$ cat src/rtl/proto_field_lookup_if.sv
// Lookup request/response bundle for proto_field_lookup.
// slave: the lookup engine; master: the requester.
interface proto_field_lookup_if #(
  parameter int unsigned ID_W   = 8,
  parameter int unsigned META_W = 22,
  parameter int unsigned MSG_W  = 2
);
  logic              req_valid;
  logic              req_ready;
  logic [ID_W-1:0]   req_field_id;
  logic              rsp_valid;
  logic              rsp_ready;
  logic              rsp_hit;
  logic [MSG_W-1:0]  rsp_msg_idx;
  logic [META_W-1:0] rsp_meta;

  modport master (
    output req_valid, req_field_id, rsp_ready,
    input  req_ready, rsp_valid, rsp_hit, rsp_msg_idx, rsp_meta
  );

  modport slave (
    input  req_valid, req_field_id, rsp_ready,
    output req_ready, rsp_valid, rsp_hit, rsp_msg_idx, rsp_meta
  );
endinterface

$ cat src/rtl/proto_field_lookup.sv
// Protobuf-style field metadata lookup keyed by the current message nesting path.
// A path stack tracks nesting; a request snapshots the path, scans the dependency
// table for the matching message, then scans that message's field slots.
// Optional: define PROTO_LOOKUP_MISS_CNT_EN to add the saturating miss_cnt output.
module proto_field_lookup #(
  parameter int unsigned DEPTH      = 3,
  parameter int unsigned NUM_MSGS   = 3,
  parameter int unsigned MAX_FIELDS = 4,
  parameter int unsigned ID_W       = 8,
  parameter int unsigned META_W     = 22,
  localparam int unsigned MSG_W     = (NUM_MSGS > 1) ? $clog2(NUM_MSGS) : 1,
  localparam int unsigned SLOT_W    = (MAX_FIELDS > 1) ? $clog2(MAX_FIELDS) : 1,
  localparam int unsigned DEP_W     = $clog2(DEPTH + 1),
  localparam int unsigned PATH_W    = DEPTH * ID_W
) (
  input  logic              clk,
  input  logic              rst_n,
  input  logic              cfg_dep_we,
  input  logic              cfg_fld_we,
  input  logic [MSG_W-1:0]  cfg_msg_idx,
  input  logic [SLOT_W-1:0] cfg_fld_slot,
  input  logic [PATH_W-1:0] cfg_dep_data,
  input  logic [META_W-1:0] cfg_fld_data,
  input  logic              nest_push,
  input  logic              nest_pop,
  input  logic [ID_W-1:0]   nest_id,
  output logic [DEP_W-1:0]  nest_depth,
  proto_field_lookup_if.slave bus,
  output logic              err_overflow,
  output logic              err_underflow
`ifdef PROTO_LOOKUP_MISS_CNT_EN
  ,
  output logic [15:0]       miss_cnt
`endif
);

  typedef enum logic [1:0] {IDLE, MSG_SCAN, FLD_SCAN, RESP} state_t;

  state_t                        state, state_d;
  logic [DEPTH-1:0][ID_W-1:0]    stack;
  logic [PATH_W-1:0]             dep_tbl [NUM_MSGS];
  logic [META_W-1:0]             fld_tbl [NUM_MSGS][MAX_FIELDS];
  logic [PATH_W-1:0]             snap;
  logic [ID_W-1:0]               lat_id;
  logic [MSG_W-1:0]              scan_msg, scan_msg_d;
  logic [SLOT_W-1:0]             scan_slot, scan_slot_d;
  logic                          req_ready_q, req_ready_d;
  logic                          rsp_valid_q, rsp_valid_d;
  logic                          rsp_hit_q, rsp_hit_d;
  logic [MSG_W-1:0]              rsp_idx_q, rsp_idx_d;
  logic [META_W-1:0]             rsp_meta_q, rsp_meta_d;
  logic                          accept;
  logic [META_W-1:0]             slot_data;
  logic [DEP_W-1:0]              top;

  assign bus.req_ready   = req_ready_q;
  assign bus.rsp_valid   = rsp_valid_q;
  assign bus.rsp_hit     = rsp_hit_q;
  assign bus.rsp_msg_idx = rsp_idx_q;
  assign bus.rsp_meta    = rsp_meta_q;
  assign slot_data       = fld_tbl[scan_msg][scan_slot];
  assign top             = nest_depth - DEP_W'(1);

  // Path stack: push/pop/replace with overflow and underflow pulses.
  always_ff @(posedge clk or negedge rst_n) begin
    if (!rst_n) begin
      stack         <= '0;
      nest_depth    <= '0;
      err_overflow  <= 1'b0;
      err_underflow <= 1'b0;
    end else begin
      err_overflow  <= 1'b0;
      err_underflow <= 1'b0;
      if (nest_push && nest_pop && nest_depth != '0) begin
        stack[top] <= nest_id;
      end else if (nest_push) begin
        if (nest_depth == DEP_W'(DEPTH)) begin
          err_overflow <= 1'b1;
        end else begin
          stack[nest_depth] <= nest_id;
          nest_depth        <= nest_depth + DEP_W'(1);
        end
      end else if (nest_pop) begin
        if (nest_depth == '0) begin
          err_underflow <= 1'b1;
        end else begin
          stack[top] <= '0;
          nest_depth <= top;
        end
      end
    end
  end

  // Configuration tables: single-cycle writes, out-of-range indices ignored.
  always_ff @(posedge clk or negedge rst_n) begin
    if (!rst_n) begin
      for (int m = 0; m < int'(NUM_MSGS); m++) begin
        dep_tbl[m] <= '0;
        for (int s = 0; s < int'(MAX_FIELDS); s++) fld_tbl[m][s] <= '0;
      end
    end else begin
      if (cfg_dep_we && 32'(cfg_msg_idx) < NUM_MSGS)
        dep_tbl[cfg_msg_idx] <= cfg_dep_data;
      if (cfg_fld_we && 32'(cfg_msg_idx) < NUM_MSGS && 32'(cfg_fld_slot) < MAX_FIELDS)
        fld_tbl[cfg_msg_idx][cfg_fld_slot] <= cfg_fld_data;
    end
  end

  // Request capture: freeze field id and the full path at accept.
  always_ff @(posedge clk or negedge rst_n) begin
    if (!rst_n) begin
      lat_id <= '0;
      snap   <= '0;
    end else if (accept) begin
      lat_id <= bus.req_field_id;
      snap   <= stack;
    end
  end

  // FSM state and registered outputs.
  always_ff @(posedge clk or negedge rst_n) begin
    if (!rst_n) begin
      state       <= IDLE;
      scan_msg    <= '0;
      scan_slot   <= '0;
      req_ready_q <= 1'b0;
      rsp_valid_q <= 1'b0;
      rsp_hit_q   <= 1'b0;
      rsp_idx_q   <= '0;
      rsp_meta_q  <= '0;
    end else begin
      state       <= state_d;
      scan_msg    <= scan_msg_d;
      scan_slot   <= scan_slot_d;
      req_ready_q <= req_ready_d;
      rsp_valid_q <= rsp_valid_d;
      rsp_hit_q   <= rsp_hit_d;
      rsp_idx_q   <= rsp_idx_d;
      rsp_meta_q  <= rsp_meta_d;
    end
  end

  // Next state: one message entry or one field slot examined per cycle.
  always_comb begin
    state_d     = state;
    scan_msg_d  = scan_msg;
    scan_slot_d = scan_slot;
    req_ready_d = 1'b0;
    rsp_valid_d = rsp_valid_q;
    rsp_hit_d   = rsp_hit_q;
    rsp_idx_d   = rsp_idx_q;
    rsp_meta_d  = rsp_meta_q;
    accept      = 1'b0;
    case (state)
      IDLE: begin
        req_ready_d = 1'b1;
        if (bus.req_valid && req_ready_q) begin
          accept      = 1'b1;
          req_ready_d = 1'b0;
          scan_msg_d  = '0;
          state_d     = MSG_SCAN;
        end
      end
      MSG_SCAN: begin
        if (dep_tbl[scan_msg] == snap) begin
          scan_slot_d = '0;
          state_d     = FLD_SCAN;
        end else if (scan_msg == MSG_W'(NUM_MSGS - 1)) begin
          rsp_valid_d = 1'b1;
          rsp_hit_d   = 1'b0;
          rsp_idx_d   = '0;
          rsp_meta_d  = '0;
          state_d     = RESP;
        end else begin
          scan_msg_d = scan_msg + MSG_W'(1);
        end
      end
      FLD_SCAN: begin
        if (slot_data[ID_W-1:0] == lat_id && lat_id != '0) begin
          rsp_valid_d = 1'b1;
          rsp_hit_d   = 1'b1;
          rsp_idx_d   = scan_msg;
          rsp_meta_d  = slot_data;
          state_d     = RESP;
        end else if (scan_slot == SLOT_W'(MAX_FIELDS - 1)) begin
          rsp_valid_d = 1'b1;
          rsp_hit_d   = 1'b0;
          rsp_idx_d   = scan_msg;
          rsp_meta_d  = '0;
          state_d     = RESP;
        end else begin
          scan_slot_d = scan_slot + SLOT_W'(1);
        end
      end
      RESP: begin
        if (bus.rsp_ready) begin
          rsp_valid_d = 1'b0;
          rsp_hit_d   = 1'b0;
          rsp_idx_d   = '0;
          rsp_meta_d  = '0;
          state_d     = IDLE;
        end
      end
      default: state_d = IDLE;
    endcase
  end

`ifdef PROTO_LOOKUP_MISS_CNT_EN
  // Saturating count of completed miss responses.
  always_ff @(posedge clk or negedge rst_n) begin
    if (!rst_n) begin
      miss_cnt <= 16'h0000;
    end else if (rsp_valid_q && bus.rsp_ready && !rsp_hit_q && miss_cnt != 16'hFFFF) begin
      miss_cnt <= miss_cnt + 16'd1;
    end
  end
`endif

endmodule

$ cat src/flat_wrapper.sv
// flat-port wrapper written by rule: the top's interface ports become plain ports
module proto_field_lookup_flat 
#(
  parameter int unsigned DEPTH      = 3,
  parameter int unsigned NUM_MSGS   = 3,
  parameter int unsigned MAX_FIELDS = 4,
  parameter int unsigned ID_W       = 8,
  parameter int unsigned META_W     = 22,
  localparam int unsigned MSG_W     = (NUM_MSGS > 1) ? $clog2(NUM_MSGS) : 1,
  localparam int unsigned SLOT_W    = (MAX_FIELDS > 1) ? $clog2(MAX_FIELDS) : 1,
  localparam int unsigned DEP_W     = $clog2(DEPTH + 1),
  localparam int unsigned PATH_W    = DEPTH * ID_W
)
  (clk, rst_n, cfg_dep_we, cfg_fld_we, cfg_msg_idx, cfg_fld_slot, cfg_dep_data, cfg_fld_data, nest_push, nest_pop, nest_id, nest_depth, err_overflow, err_underflow, bus_req_valid, bus_req_field_id, bus_rsp_ready, bus_req_ready, bus_rsp_valid, bus_rsp_hit, bus_rsp_msg_idx, bus_rsp_meta);
  proto_field_lookup_if #(.ID_W(ID_W), .META_W(META_W), .MSG_W(2)) bus_i ();
  input  logic clk;
  input  logic rst_n;
  input  logic cfg_dep_we;
  input  logic cfg_fld_we;
  input  logic [MSG_W-1:0] cfg_msg_idx;
  input  logic [SLOT_W-1:0] cfg_fld_slot;
  input  logic [PATH_W-1:0] cfg_dep_data;
  input  logic [META_W-1:0] cfg_fld_data;
  input  logic nest_push;
  input  logic nest_pop;
  input  logic [ID_W-1:0] nest_id;
  output logic [DEP_W-1:0] nest_depth;
  output logic err_overflow;
  output logic err_underflow;
  input wire logic [$bits(bus_i.req_valid)-1:0] bus_req_valid;
  input wire logic [$bits(bus_i.req_field_id)-1:0] bus_req_field_id;
  input wire logic [$bits(bus_i.rsp_ready)-1:0] bus_rsp_ready;
  output wire logic [$bits(bus_i.req_ready)-1:0] bus_req_ready;
  output wire logic [$bits(bus_i.rsp_valid)-1:0] bus_rsp_valid;
  output wire logic [$bits(bus_i.rsp_hit)-1:0] bus_rsp_hit;
  output wire logic [$bits(bus_i.rsp_msg_idx)-1:0] bus_rsp_msg_idx;
  output wire logic [$bits(bus_i.rsp_meta)-1:0] bus_rsp_meta;
  assign bus_i.req_valid = bus_req_valid;
  assign bus_i.req_field_id = bus_req_field_id;
  assign bus_i.rsp_ready = bus_rsp_ready;
  assign bus_req_ready = bus_i.req_ready;
  assign bus_rsp_valid = bus_i.rsp_valid;
  assign bus_rsp_hit = bus_i.rsp_hit;
  assign bus_rsp_msg_idx = bus_i.rsp_msg_idx;
  assign bus_rsp_meta = bus_i.rsp_meta;
  proto_field_lookup #(.DEPTH(DEPTH), .NUM_MSGS(NUM_MSGS), .MAX_FIELDS(MAX_FIELDS), .ID_W(ID_W), .META_W(META_W)) u_core (.clk(clk), .rst_n(rst_n), .cfg_dep_we(cfg_dep_we), .cfg_fld_we(cfg_fld_we), .cfg_msg_idx(cfg_msg_idx), .cfg_fld_slot(cfg_fld_slot), .cfg_dep_data(cfg_dep_data), .cfg_fld_data(cfg_fld_data), .nest_push(nest_push), .nest_pop(nest_pop), .nest_id(nest_id), .nest_depth(nest_depth), .bus(bus_i), .err_overflow(err_overflow), .err_underflow(err_underflow));
endmodule
$ cat config.mk
export PLATFORM = sky130hd
export DESIGN_NAME = proto_field_lookup_flat
export DESIGN_NICKNAME = d
export VERILOG_FILES = /design/src/rtl/proto_field_lookup_if.sv /design/src/rtl/proto_field_lookup.sv /design/src/flat_wrapper.sv
export SDC_FILE = /design/constraint.sdc
export NUM_CORES = 1
export LEC_CHECK = 0
export ABC_CLOCK_PERIOD_IN_PS = 3860
export CORE_MARGIN = 3
export CORE_UTILIZATION = 40
export CTS_CLUSTER_SIZE = 12
export DETAILED_ROUTE_END_ITERATION = 8
export PLACE_DENSITY = 0.57
export SYNTH_ARGS = -nofsm -noshare
export SYNTH_HDL_FRONTEND = slang
export SYNTH_SLANG_ARGS = --single-unit
$ cat constraint.sdc
create_clock -name clk -period 3.86 [get_ports clk]
set_input_delay 0.579 -clock clk [delete_from_list [all_inputs] [get_ports clk]]
set_output_delay 0.579 -clock clk [all_outputs]
set_load 0.005 [all_outputs]
==> results of run 1 <==
-- flip-flops by register name (all words and copies together) (netlist names) --
register	cells
u_core.stack	24
u_core.nest_depth	2
u_core.scan_slot	2
u_core.fld_tbl	264
u_core.snap	24
u_core.bus.rsp_hit	1
u_core.dep_tbl	72
u_core.err_overflow	1
u_core.bus.rsp_valid	1
u_core.scan_msg	2
u_core.lat_id	8
u_core.err_underflow	1
u_core.bus.req_ready	1
u_core.state	2
u_core.bus.rsp_msg_idx	2
u_core.bus.rsp_meta	22
-- kinds of logic (layout without fill, tap and decap cells) --
| family | count (synthesis) | in the layout | share of synthesized area (%) |
|---|---|---|---|
| flops | 429 | 429 | 53.4 |
| compound gates | 140 | 140 | 5.49 |
| buf+inv | 123 | 250 | 2.87 |
| fa+ha+maj | 11 | 11 | 0.684 |
| simple gates | 209 | 209 | 6.31 |
| mux | 497 | 497 | 30.7 |
| xor+xnor | 13 | 13 | 0.566 |
| other cells | 0 | 2 | 0 |
-- final cells by class --
cell class	count	share of cell area [%]
diodes	2	0.0212
clock buffers	74	6.16
clock inverters	14	0.648
inverters	14	0.223
multi-input cells	870	37.6
flip-flops and latches	429	45.6
well taps	664	3.53
repair buffers	148	6.21
-- stage by stage --
stage	cell area, sq um	hold slack (ns)	power (W)
floorplan	20100	0.283	0.0103
global placement	21900	0.483	0.0117
detailed placement	21900	0.488	0.0118
CTS	23500	0.0621	0.0165
global route	23600	0.103	0.0173
finish	23600	0.0359	0.0163
-- synth_stat cells, types with 13 or more instances --
cell,count
a22o_1,46
buf_1,18
buf_2,23
clkbuf_1,57
dfrtp_1,429
mux2_2,373
mux2i_1,65
mux4_2,59
nand2_1,31
nand2b_1,41
nand3_1,13
nand3b_1,13
nand4b_1,16
nor2_1,21
nor2b_1,27
nor3b_1,18
o21ai_0,25
o221ai_1,20
-- repair_timing --
action | CTS | global route
hold endpoints to repair | 0 | 0
endpoints found under the setup margin | 0 | 3
gates resized for setup | 0 | 2
-- worst register-to-register path, delay by kind of cell, from the launching register on --
kind / cells / cell delay, ns
and+or+nand+nor: 3 / 1.27
DFF: 1 / 0.65
muxes: 1 / 0.56
AOI/OAI and AO/OA: 2 / 0.56
buffers and inverters: 1 / 0.32
xor gates and xnor gates: 1 / 0.17
-- path summary, 6_finish.rpt --
path / from / end / slack [ns]
worst max register to register: u_core.scan_slot[0]$_DFFE_PN0P_ / u_core.bus.rsp_meta[5]$_DFFE_PN0P_ / 0.26
worst min-delay path: rst_n / u_core.fld_tbl[136]$_DFFE_PN0P_ / 0.04
min in group clk: u_core.bus.rsp_hit$_DFFE_PN0P_ / u_core.bus.rsp_hit$_DFFE_PN0P_ / 0.50
max in group asynchronous: rst_n / u_core.scan_slot[0]$_DFFE_PN0P_ / 2.77
worst max-delay path: u_core.scan_slot[0]$_DFFE_PN0P_ / u_core.bus.rsp_meta[5]$_DFFE_PN0P_ / 0.26
worst min register to register: u_core.bus.rsp_hit$_DFFE_PN0P_ / u_core.bus.rsp_hit$_DFFE_PN0P_ / 0.50
-- metal layers --
metal | wire (um) | global-route usage (%) | share of wire [%]
met5 | 13 | 0 | 0.026
met3 | 2190 | 3.53 | 4.4
met4 | 1230 | 5.83 | 2.5
met2 | 23000 | 30.4 | 46
met1 | 23600 | 27.0 | 47
-- power by group --
| group | total (W) | switching [W] | internal, W |
|---|---|---|---|
| Sequential | 0.00646 | 0.000850 | 0.00561 |
| Clock | 0.00462 | 0.00184 | 0.00278 |
| Combinational | 0.00526 | 0.00250 | 0.00275 |
| Total | 0.0163 | 0.00520 | 0.0111 |
==> metrics.md, run 1 <==
| Metric | Value |
|---|---|
| Run status | finished, final reports clean |
| Setup crit end kind | flop |
| Main synth FF type | dfrtp_1 |
| H-tree depth | 2 |
| Max Clock Freq | 278 MHz |
| FFs w/ async S/R, synth | 100% |
| Die X | 230 um |
| Finished Layout Cells | 2215 |
| Number of synthesis warnings | 0 |
| Nets | 1596 |
| RSZ-0062 raised after global routing | no |
| Area contributors post-synth | dfrtp_1 53%, mux2_2 21%, mux4_2 6.6% |
| Register area | 10700 sq um |
| First-pass DRT Iterations | 5 |
| Estimated wirelength of the detail-placed design | 31900 um |
| Clock-pin slew on the worst setup and hold paths | 0.06 ns |
| DRC viols | 0 |
| Final Max Slew Viols | 0 |
| Initial DRC count | 601 |
| Syn Area/Cell | 14.1 sq um |
| Critical path arrival | 4.10 ns |
| Via count | 12200 |
| Routed length per placed instance | 22.6 um |
| Peak supply drop | 437 uV |
| Antenna violations before repair | 2 |
| Postcts setup bufs | 0 |
| Final min period | 3.60 ns |
| Crit-path cells | mux4_2 > and2_1 > xor2_1 > a2111oi_4 > nand4_4 > nor4_4 > buf_4 > a22o_1 |
| Worst skew pair latency | 0.59 ns |
| Worst-margin pin slew | 1.04 ns |
| Hold buffer count at CTS | 0 |
| Hold WC Path Type | input pin to asynchronous set/reset pin |
| Placement Setup Slack | 0.217 ns |
| Sequential-to-total area share from yosys stat | 53.4% |
| Mapped Area | 20100 sq um |
| Total CTS buffers | 48 |
| GPL Wtd Cong | 0.863 |
| IO Count | 105 |
| Pwr Density | 693 nW/um^2 |
| Leak | 9.98 nW |
| Vias per cell | 5.51 |
| Register bit total from synthesis | 429 |
| CP max-delay cell | nor4_4 |
| Routed Antenna Nets | 0 |
| CORE AREA | 49400 sq um |
| Total routed wirelength | 50000 um |
| # setup viols final | 0 |
| Die span in y | 230 um |
| Dpl cells | 2125 |
| Total track usage | 19.2% |
| Final worst setup slack | 0.261 ns |
| Global-route wire length before repair | 78700 um |
| CP max stage delay | 0.89 ns |
| Mapped Cells | 1422 |
| Most frequent cells in the layout | 425 x dfrtp_1, 373 x mux2_2, 103 x clkdlybuf4s50_1, 65 x mux2i_1, 59 x mux4_2 |
| Area share of the largest cell type after synthesis | 53.4% |
| Distinct cells, synth | 64 |
| Post-synth top area cell | dfrtp_1 |
| Die Area | 53000 sq um |
| Required @ worst endpoint | 4.36 ns |
| Crit path launch type | flop |
| Fin Setup TNS | 0 ns |
| Top Family by Delay on Critical Path | simple AND/OR/NAND/NOR gates |
| Utilization after layout | 47.7% |
| WS Path Type | flop to flop |
| Largest net degree at the start of global routing | 99 |
| Max Cap Viol | 0 |
| Most common cell after layout, fill and taps aside | dfrtp_1 |
| Sink Count | 429 |
| Std cell rows | 81 |
| CTS tree | yes |
| Multi-input gate area | 8850 sq um |
| Area grow syn2layout | 17.1% |
| Hold Vio Cnt, Final | 0 |
| Vias in the first global route | 12900 |
| Reg2reg path depth | 8 |
| Post-synth EDFFs | 0 |
| Initial Util | 40.8% |
| Deepest clock path buffer count | 3 |
| Final worst-path cycle share | 93.2% |
| Syn nets | 1507 |
| Max-slew headroom | 29.8% |
| WP depth | 8 |
| Clock root buffer | clkbuf_16 |
| Bufs and invs on worst path | 1 |
| Share of layout cells above drive strength 1 | 37.6% |
| Aggregate global routing overflow | 0 |
| Clock skew | 0.0188 ns |
| Critical path peak fanout | 20 |
| IO Port Bufs | 104 |
| Fill cells | 4365 |
(Power assumes the default switching activity.)
==> inputs of run 2 (changes only) <==
--- a/config.mk
+++ b/config.mk
@@ -10,6 +10,7 @@
 export CORE_UTILIZATION = 40
 export CTS_CLUSTER_SIZE = 12
 export DETAILED_ROUTE_END_ITERATION = 8
+export GPL_ROUTABILITY_DRIVEN = 0
 export PLACE_DENSITY = 0.57
 export SYNTH_ARGS = -nofsm -noshare
 export SYNTH_HDL_FRONTEND = slang
==> results of run 2 <==
Same layout as run 1: the final DEF is identical, and so are final timing and power.
